$ cat src/rtl/divide.sv
// divide: sequential 8-bit / 4-bit unsigned restoring divider, one quotient bit per clock.
// Ports: DIV_CLK clock; RST sync active-high reset; DIN0..DIN3 nibble write bus; LOAD/SEL1:SEL0
//   select the operand to write or the nibble to read; START begins a division; BUSY/DONE/DIVZ status;
//   R0..R3 combinational read nibble (quot lo | quot hi | rem | {0,DIVZ,DONE,BUSY}).
module divide #(
  parameter logic [7:0] DIVZ_QUOT = 8'hFF,
  parameter logic [3:0] DIVZ_REM  = 4'h0
) (
  input  logic DIV_CLK,
  input  logic RST,
  input  logic DIN0,
  input  logic DIN1,
  input  logic DIN2,
  input  logic DIN3,
  input  logic LOAD,
  input  logic SEL0,
  input  logic SEL1,
  input  logic START,
  output logic BUSY,
  output logic DONE,
  output logic DIVZ,
  output logic R0,
  output logic R1,
  output logic R2,
  output logic R3
);

  typedef enum logic [1:0] {
    ST_IDLE = 2'd0,
    ST_RUN  = 2'd1,
    ST_DONE = 2'd2
  } state_t;

  state_t     state;
  state_t     state_nxt;

  logic [3:0] divisor;
  logic [7:0] dividend;
  // Partial remainder. Its top bit is always zero between iterations (remainder < divisor),
  // so only the low nibble is held; the 5-bit width lives in the trial subtraction.
  logic [3:0] p;
  logic [7:0] q;       // dividend shifts out the top, quotient bits shift in at the bottom
  logic [2:0] cnt;
  logic       divz;

  logic [3:0] din;
  logic [1:0] sel;
  logic [4:0] trial;
  logic       qbit;
  logic       do_load;
  logic       do_start;
  logic       do_divz;
  logic [3:0] rd;

  assign din = {DIN3, DIN2, DIN1, DIN0};
  assign sel = {SEL1, SEL0};

  // Shifted remainder is at most 2*divisor-1, so the difference lies in -15..14 and
  // bit 4 of the 5-bit result is a reliable sign bit.
  assign trial = {p, q[7]} - {1'b0, divisor};
  assign qbit  = ~trial[4];

  always_ff @(posedge DIV_CLK) begin
    if (RST) begin
      state <= ST_IDLE;
    end else begin
      state <= state_nxt;
    end
  end

  always_comb begin
    state_nxt = state;
    do_load   = 1'b0;
    do_start  = 1'b0;
    do_divz   = 1'b0;
    case (state)
      ST_RUN: begin
        if (cnt == 3'd7) begin
          state_nxt = ST_DONE;
        end
      end
      default: begin
        // LOAD has priority over START; a LOAD from DONE retires the result.
        if (LOAD) begin
          do_load   = 1'b1;
          state_nxt = ST_IDLE;
        end else if (START) begin
          if (divisor == 4'd0) begin
            do_divz   = 1'b1;
            state_nxt = ST_DONE;
          end else begin
            do_start  = 1'b1;
            state_nxt = ST_RUN;
          end
        end
      end
    endcase
  end

  always_ff @(posedge DIV_CLK) begin
    if (RST) begin
      divisor  <= 4'd0;
      dividend <= 8'd0;
      p        <= 4'd0;
      q        <= 8'd0;
      cnt      <= 3'd0;
      divz     <= 1'b0;
    end else begin
      if (do_load) begin
        divz <= 1'b0;
        case (sel)
          2'd0:    divisor       <= din;
          2'd1:    dividend[3:0] <= din;
          2'd2:    dividend[7:4] <= din;
          default: ;
        endcase
      end
      if (do_start) begin
        p    <= 4'd0;
        q    <= dividend;
        cnt  <= 3'd0;
        divz <= 1'b0;
      end
      if (do_divz) begin
        p    <= DIVZ_REM;
        q    <= DIVZ_QUOT;
        divz <= 1'b1;
      end
      if (state == ST_RUN) begin
        p   <= qbit ? trial[3:0] : {p[2:0], q[7]};
        q   <= {q[6:0], qbit};
        cnt <= cnt + 3'd1;
      end
    end
  end

  assign BUSY = (state == ST_RUN);
  assign DONE = (state == ST_DONE);
  assign DIVZ = divz;

  always_comb begin
    rd = 4'd0;
    case (sel)
      2'd0:    rd = q[3:0];
      2'd1:    rd = q[7:4];
      2'd2:    rd = p;
      default: rd = {1'b0, DIVZ, DONE, BUSY};
    endcase
  end

  assign {R3, R2, R1, R0} = rd;

endmodule

$ cat config.mk
export PLATFORM = sky130hd
export DESIGN_NAME = divide
export DESIGN_NICKNAME = d
export VERILOG_FILES = /design/src/rtl/divide.sv
export SDC_FILE = /design/constraint.sdc
export NUM_CORES = 1
export LEC_CHECK = 0
export CORE_AREA = 10 10 68 70
export DETAILED_ROUTE_END_ITERATION = 10
export DIE_AREA = 0 0 78 80
export PLACE_DENSITY = 0.69
export SYNTH_ARGS = -nofsm -noshare
export SYNTH_HDL_FRONTEND = slang
export SYNTH_SLANG_ARGS = --single-unit
$ cat constraint.sdc
create_clock -name DIV_CLK -period 2.75 [get_ports DIV_CLK]
set_clock_uncertainty 0.05 [all_clocks]
set_input_delay 0.55 -clock DIV_CLK [delete_from_list [all_inputs] [get_ports DIV_CLK]]
set_output_delay 0.55 -clock DIV_CLK [all_outputs]
set_load 0.05 [all_outputs]
Word-level counts from Yosys, hierarchy flattened
Cells that the tools add are included.
{"block": "totals", "out_inout_bits": 7, "word_cells": 55, "reg_bits": 30}
{"block": "classes", "mux": 28, "n_eq_ne": 6, "n_addsub": 2, "reduce_logical": 10, "bitwise_logic": 1}
{"cell": "$mux 8", "count": 3}
{"cell": "$mux 4", "count": 4}
{"cell": "$mux 1", "count": 13}
{"cell": "$pmux 4 s3", "count": 1}
{"cell": "$mux 2", "count": 5}
{"cell": "$reduce_bool 3->1", "count": 3}
{"cell": "$reduce_and 2->1", "count": 4}
{"cell": "$mux 3", "count": 2}
{"cell": "$sub 5x4->5", "count": 1}
{"cell": "$eq 2x1->1 const B", "count": 2}
{"cell": "$eq 2x2->1 const B", "count": 2}
{"cell": "$logic_not 4->1", "count": 1}
{"cell": "$add 3x1->3 const B", "count": 1}
{"cell": "$eq 3x3->1 const B", "count": 1}
{"cell": "$logic_not 2->1", "count": 1}
{"cell": "$ne 2x1->1 const B", "count": 1}
{"cell": "$reduce_bool 2->1", "count": 1}
{"cell": "$not 1->1", "count": 1}

Longest topological paths before layout
{"block": "logic_depth", "word_depth": 8, "mapped_depth": 8, "depth_no_buf": 8}

Worst setup path after synthesis
No wires, ideal clock.
{"block": "synth_timing", "kind": "input to output", "startpoint": "in SEL0", "endpoint": "out R3", "arrival_ns": 1.934, "path_stages": 3, "slack_ns": 0.216, "n_path_buf": 1, "path_cell_list": "buf_2 mux2i_1 o21ai_0"}
{"block": "synth_between", "elab_chain_cells": 2, "word_cells_on_any_way": 4, "cone_classes": "eq/ne (2); mux (1); reduce/logical (1)"}
{"element": "start: declaration", "line": "16", "rtl": "input logic SEL0,"}
{"element": "$eq 2x2->1 (tied with other cells)", "line": "143", "rtl": "case (sel)"}
{"element": "$pmux 4 s3 (*)", "line": "143"}
{"element": "end: declaration", "line": "25", "rtl": "output logic R3"}
Mark *: on every way between the ends. The rest lies on a longest branch, timed or not.

Worst setup path after layout
{"block": "layout_timing", "startpoint": "in SEL0", "endpoint": "out R0"}
{"block": "layout_between", "elab_chain_cells": 2, "word_cells_on_any_way": 4, "cone_classes": "eq/ne (2); mux (1); reduce/logical (1)"}
{"element": "$eq 2x2->1 (tied with other cells)", "line": "143"}
{"element": "$pmux 4 s3 (*)", "line": "143"}
{"element": "end: declaration", "line": "22", "rtl": "output logic R0,"}
Marked as above.

==> flow_summary_export.csv <==
group,metric,value,unit
global_routing,grt_pass1_vias,1320,
global_routing,grt_max_degree,29,
timing,timing.fmax,382.0,MHz
global_routing,grt_pass1_wl,6244,µm
layout,area_growth_syn_to_layout,20.19,%
global_routing,grtUsageTotal,12.26,%
layout,regArea,600.6,µm²
place,dp_hpwl,2861,µm
critical_path,start_kind,"input pin",
power_and_ir_drop,cellInternalPower,0.8478,mW
layout,multi_input_area,907.1,µm²
logic_synthesis,synth_fp_nets,186,
min_path,hp-start,"cnt[1]",
logic_synthesis,synth_edf_count,0,
layout,post-route-cell-area,1899,µm²
power_and_ir_drop,p_sw,0.2775,mW
min_path,hold_path.class,"reg2reg",
route,wl_per_cell,15.99,µm
logic_synthesis,synth_cells,169,
critical_path,critPathLaunch,"SEL0",
layout,drive_above_1_share,14.36,%
power_and_ir_drop,switching_share,24.66,%
cts,postCtsHoldBufs,0,
timing,final-setup-viol-count,0,
critical_path,worst_ep_required_time,2150,ps
route,wl,3741,µm
min_path,hold_depth,2,
power_and_ir_drop,power.total,1.125,mW
critical_path,worstPathMaxFanout,6,
logic_synthesis,avgSynthCellArea,9.351,µm²
power_and_ir_drop,power_leakage,0.7480,nW
cts,clock_sinks,30,
timing,holdWs,431.5,ps
power_and_ir_drop,ir_drop,0.3077,mV
critical_path,worstPathCellList,"clkdlybuf4s50_1 -> mux4_2 -> buf_4",
die,core,3284,µm²
critical_path,crit_arrival,2020,ps
place,io_buffer_count,16,
cts,cts-resized-gates,0,
logic_synthesis,synth.distinct_cells,41,
cts,cts_buffers,5,
critical_path,r2r_cells,7,
cts,root_buffer,"clkbuf_4",
route,vias_per_cell,5.658,
logic_synthesis,synth_ff_type,"dfxtp_1",
die,die_w,78,µm
route,drtIter0Drc,113,
timing,worst_pin_slew,496.9,ps
place,placed_area,1788,µm²
critical_path,critPathKind,"in2out",
timing,tns,0,ps
cts,clk_pin_slew,100,ps
layout,diodes,0,
power_and_ir_drop,pwr-share-seq,42.2,%
critical_path,regToRegSetupSlack,610,ps
logic_synthesis,synth-seq-area-share,38.00,%
logic_synthesis,yosysTopAreaCell,"dfxtp_1",
critical_path,reg2reg_from,"divisor[0]",
cts,htreeDepth,2,
layout,nFillCells,292,
run,maxCapViolCount,0,
logic_synthesis,synth_seq_cells,30,
route,firstDrtPassIters,4,
cts,tritoncts,"yes",
die,die_area,6240,µm²
logic_synthesis,synth.top_cell.area_share,38.00,%
power_and_ir_drop,power_density,592.5,nW/µm²
die,initial_utilization,48.11,%
critical_path,endpoint_kind,"output port",
global_routing,overflow,0,
run_status,status,"complete, no violations",
place,routabilityCongestion,0.8083,
cts,postCtsSetupRepairBufs,0,
die,ios,17,
timing,min_period,2618,ps
min_path,holdPathEnd,"cnt[1]",
layout,layout.nets,204,
timing,drv_slew,0,
power_and_ir_drop,pwr-share-clk,41.2,%
logic_synthesis,syn-cell-area,1580,µm²
global_routing,antenna_found_initial,0,
power_and_ir_drop,pwr-share-comb,16.6,%
critical_path,r2r-end,"p[0]",
cts,clock_path_buffers,2,
route,via_count,1324,
logic_synthesis,async_flop_share,0,%
logic_synthesis,synth_area_leaders,"dfxtp_1 (38%), mux2i_1 (8.9%), ha_1 (4.8%)",
timing,min_period_over_period,95.18,%
cts,clkLatencyLatePin,330,ps
logic_synthesis,synth-warning-count,0,
die,rows,21,
timing,rsz0062_at_grt,"false",
route,drc,0,
critical_path,cpMaxStageDelayCell,"clkdlybuf4s50_1",
route,ant_nets,0,
timing,slew_headroom,66.77,%
critical_path,max_stage_delay,690,ps
die,die_y,80,µm
timing,finalHoldViolations,0,
==> layout by cell type, fill, tap and decap left out, types with 2 or more instances in the layout <==
cell type,count
dfxtp_1,30
nor2_1,17
nand2_1,15
mux2i_1,14
a21oi_1,14
clkdlybuf4s50_1,12
o221ai_1,8
inv_1,7
buf_4,7
ha_1,6
o21ai_0,5
nand3_1,5
clkbuf_4,5
mux4_2,3
nor2b_1,3
nand2b_1,3
xor2_1,2
nor3_1,2
o31ai_1,2
o21ai_1,2
a221oi_1,2
a21o_1,2
bufinv_16,2
==> cell families after synthesis <==
logic type / share of synthesized area, %
buf+inv: 4.593
xor+xnor: 1.109
fa+ha+maj: 6.017
mux: 13.14
flops: 38.01
compound gates: 18.77
simple gates: 18.37
==> per-layer routing <==
| layer | GRT usage (%) | part of all wire [%] | vias to the layer above |
|---|---|---|---|
| met2 | 18.91 | 45 | 48 |
| met1 | 15.62 | 47 | 620 |
| li1 | - | - | 651 |
| met5 | 0 | 0 | - |
| met4 | 3.584 | 1.3 | 0 |
| met3 | 4.505 | 7.1 | 5 |
==> state kept, by name, indices dropped and copies added, names as in the netlist <==
name	cells
DIVZ	1
cnt	3
dividend	8
divisor	4
p	4
q	8
state	2
==> stage by stage <==
stage / setup WS (ps) / std cells / util (%)
after floorplan: 215.9 / 169 / -
after global placement: 183.3 / 226 / 54.44
after detailed placement: 143.3 / 226 / 54.44
after CTS: 142.0 / 234 / 57.83
after global routing: 103.8 / 234 / 57.83
final: 132.4 / 234 / 57.83
==> how the worst max path moves through the flow <==
stage,endpoint
final,R0
after global routing,R0
after CTS,R0
after detailed placement,R0
after global placement,R0
after floorplan,R3
==> power groups by stage <==
| stage | clock network (mW) | registers [mW] | logic, mW |
|---|---|---|---|
| 2_1_floorplan | 0 | 0.481 | 0.130 |
| 3_3_place_gp | 0 | 0.484 | 0.181 |
| 3_5_place_dp | 0 | 0.485 | 0.186 |
| 4_1_cts | 0.470 | 0.475 | 0.187 |
| 5_1_grt | 0.486 | 0.478 | 0.203 |
| 6_report | 0.463 | 0.475 | 0.187 |
==> cells in the mapped netlist, types with 2 or more instances <==
library cell,n
nor2b_1,3
buf_1,2
dfxtp_1,30
o21ai_0,5
ha_1,6
inv_1,7
mux4_2,3
xor2_1,2
a21oi_1,14
nand2_1,15
o221ai_1,8
clkbuf_1,2
nor2_1,17
a21o_1,2
buf_2,4
o21ai_1,2
nand3_1,5
mux2i_1,14
a221oi_1,2
nand2b_1,3
nor3_1,2
o31ai_1,2
==> worst max-delay path, delay by kind of cell <==
family,cells,cell delay [ps]
multiplexers,1,560
buffers and inverters,2,900
==> layout make-up <==
| class | instances | share of cell area, % |
|---|---|---|
| clock buffers | 6 | 2.701 |
| repair buffers | 20 | 10.14 |
| inverters | 8 | 1.581 |
| clock inverters | 2 | 3.162 |
| flip-flops and latches | 30 | 31.62 |
| well taps | 46 | 3.030 |
| multi-input cells | 122 | 47.76 |
No activity file was read; power rests on OpenSTA's default activity.
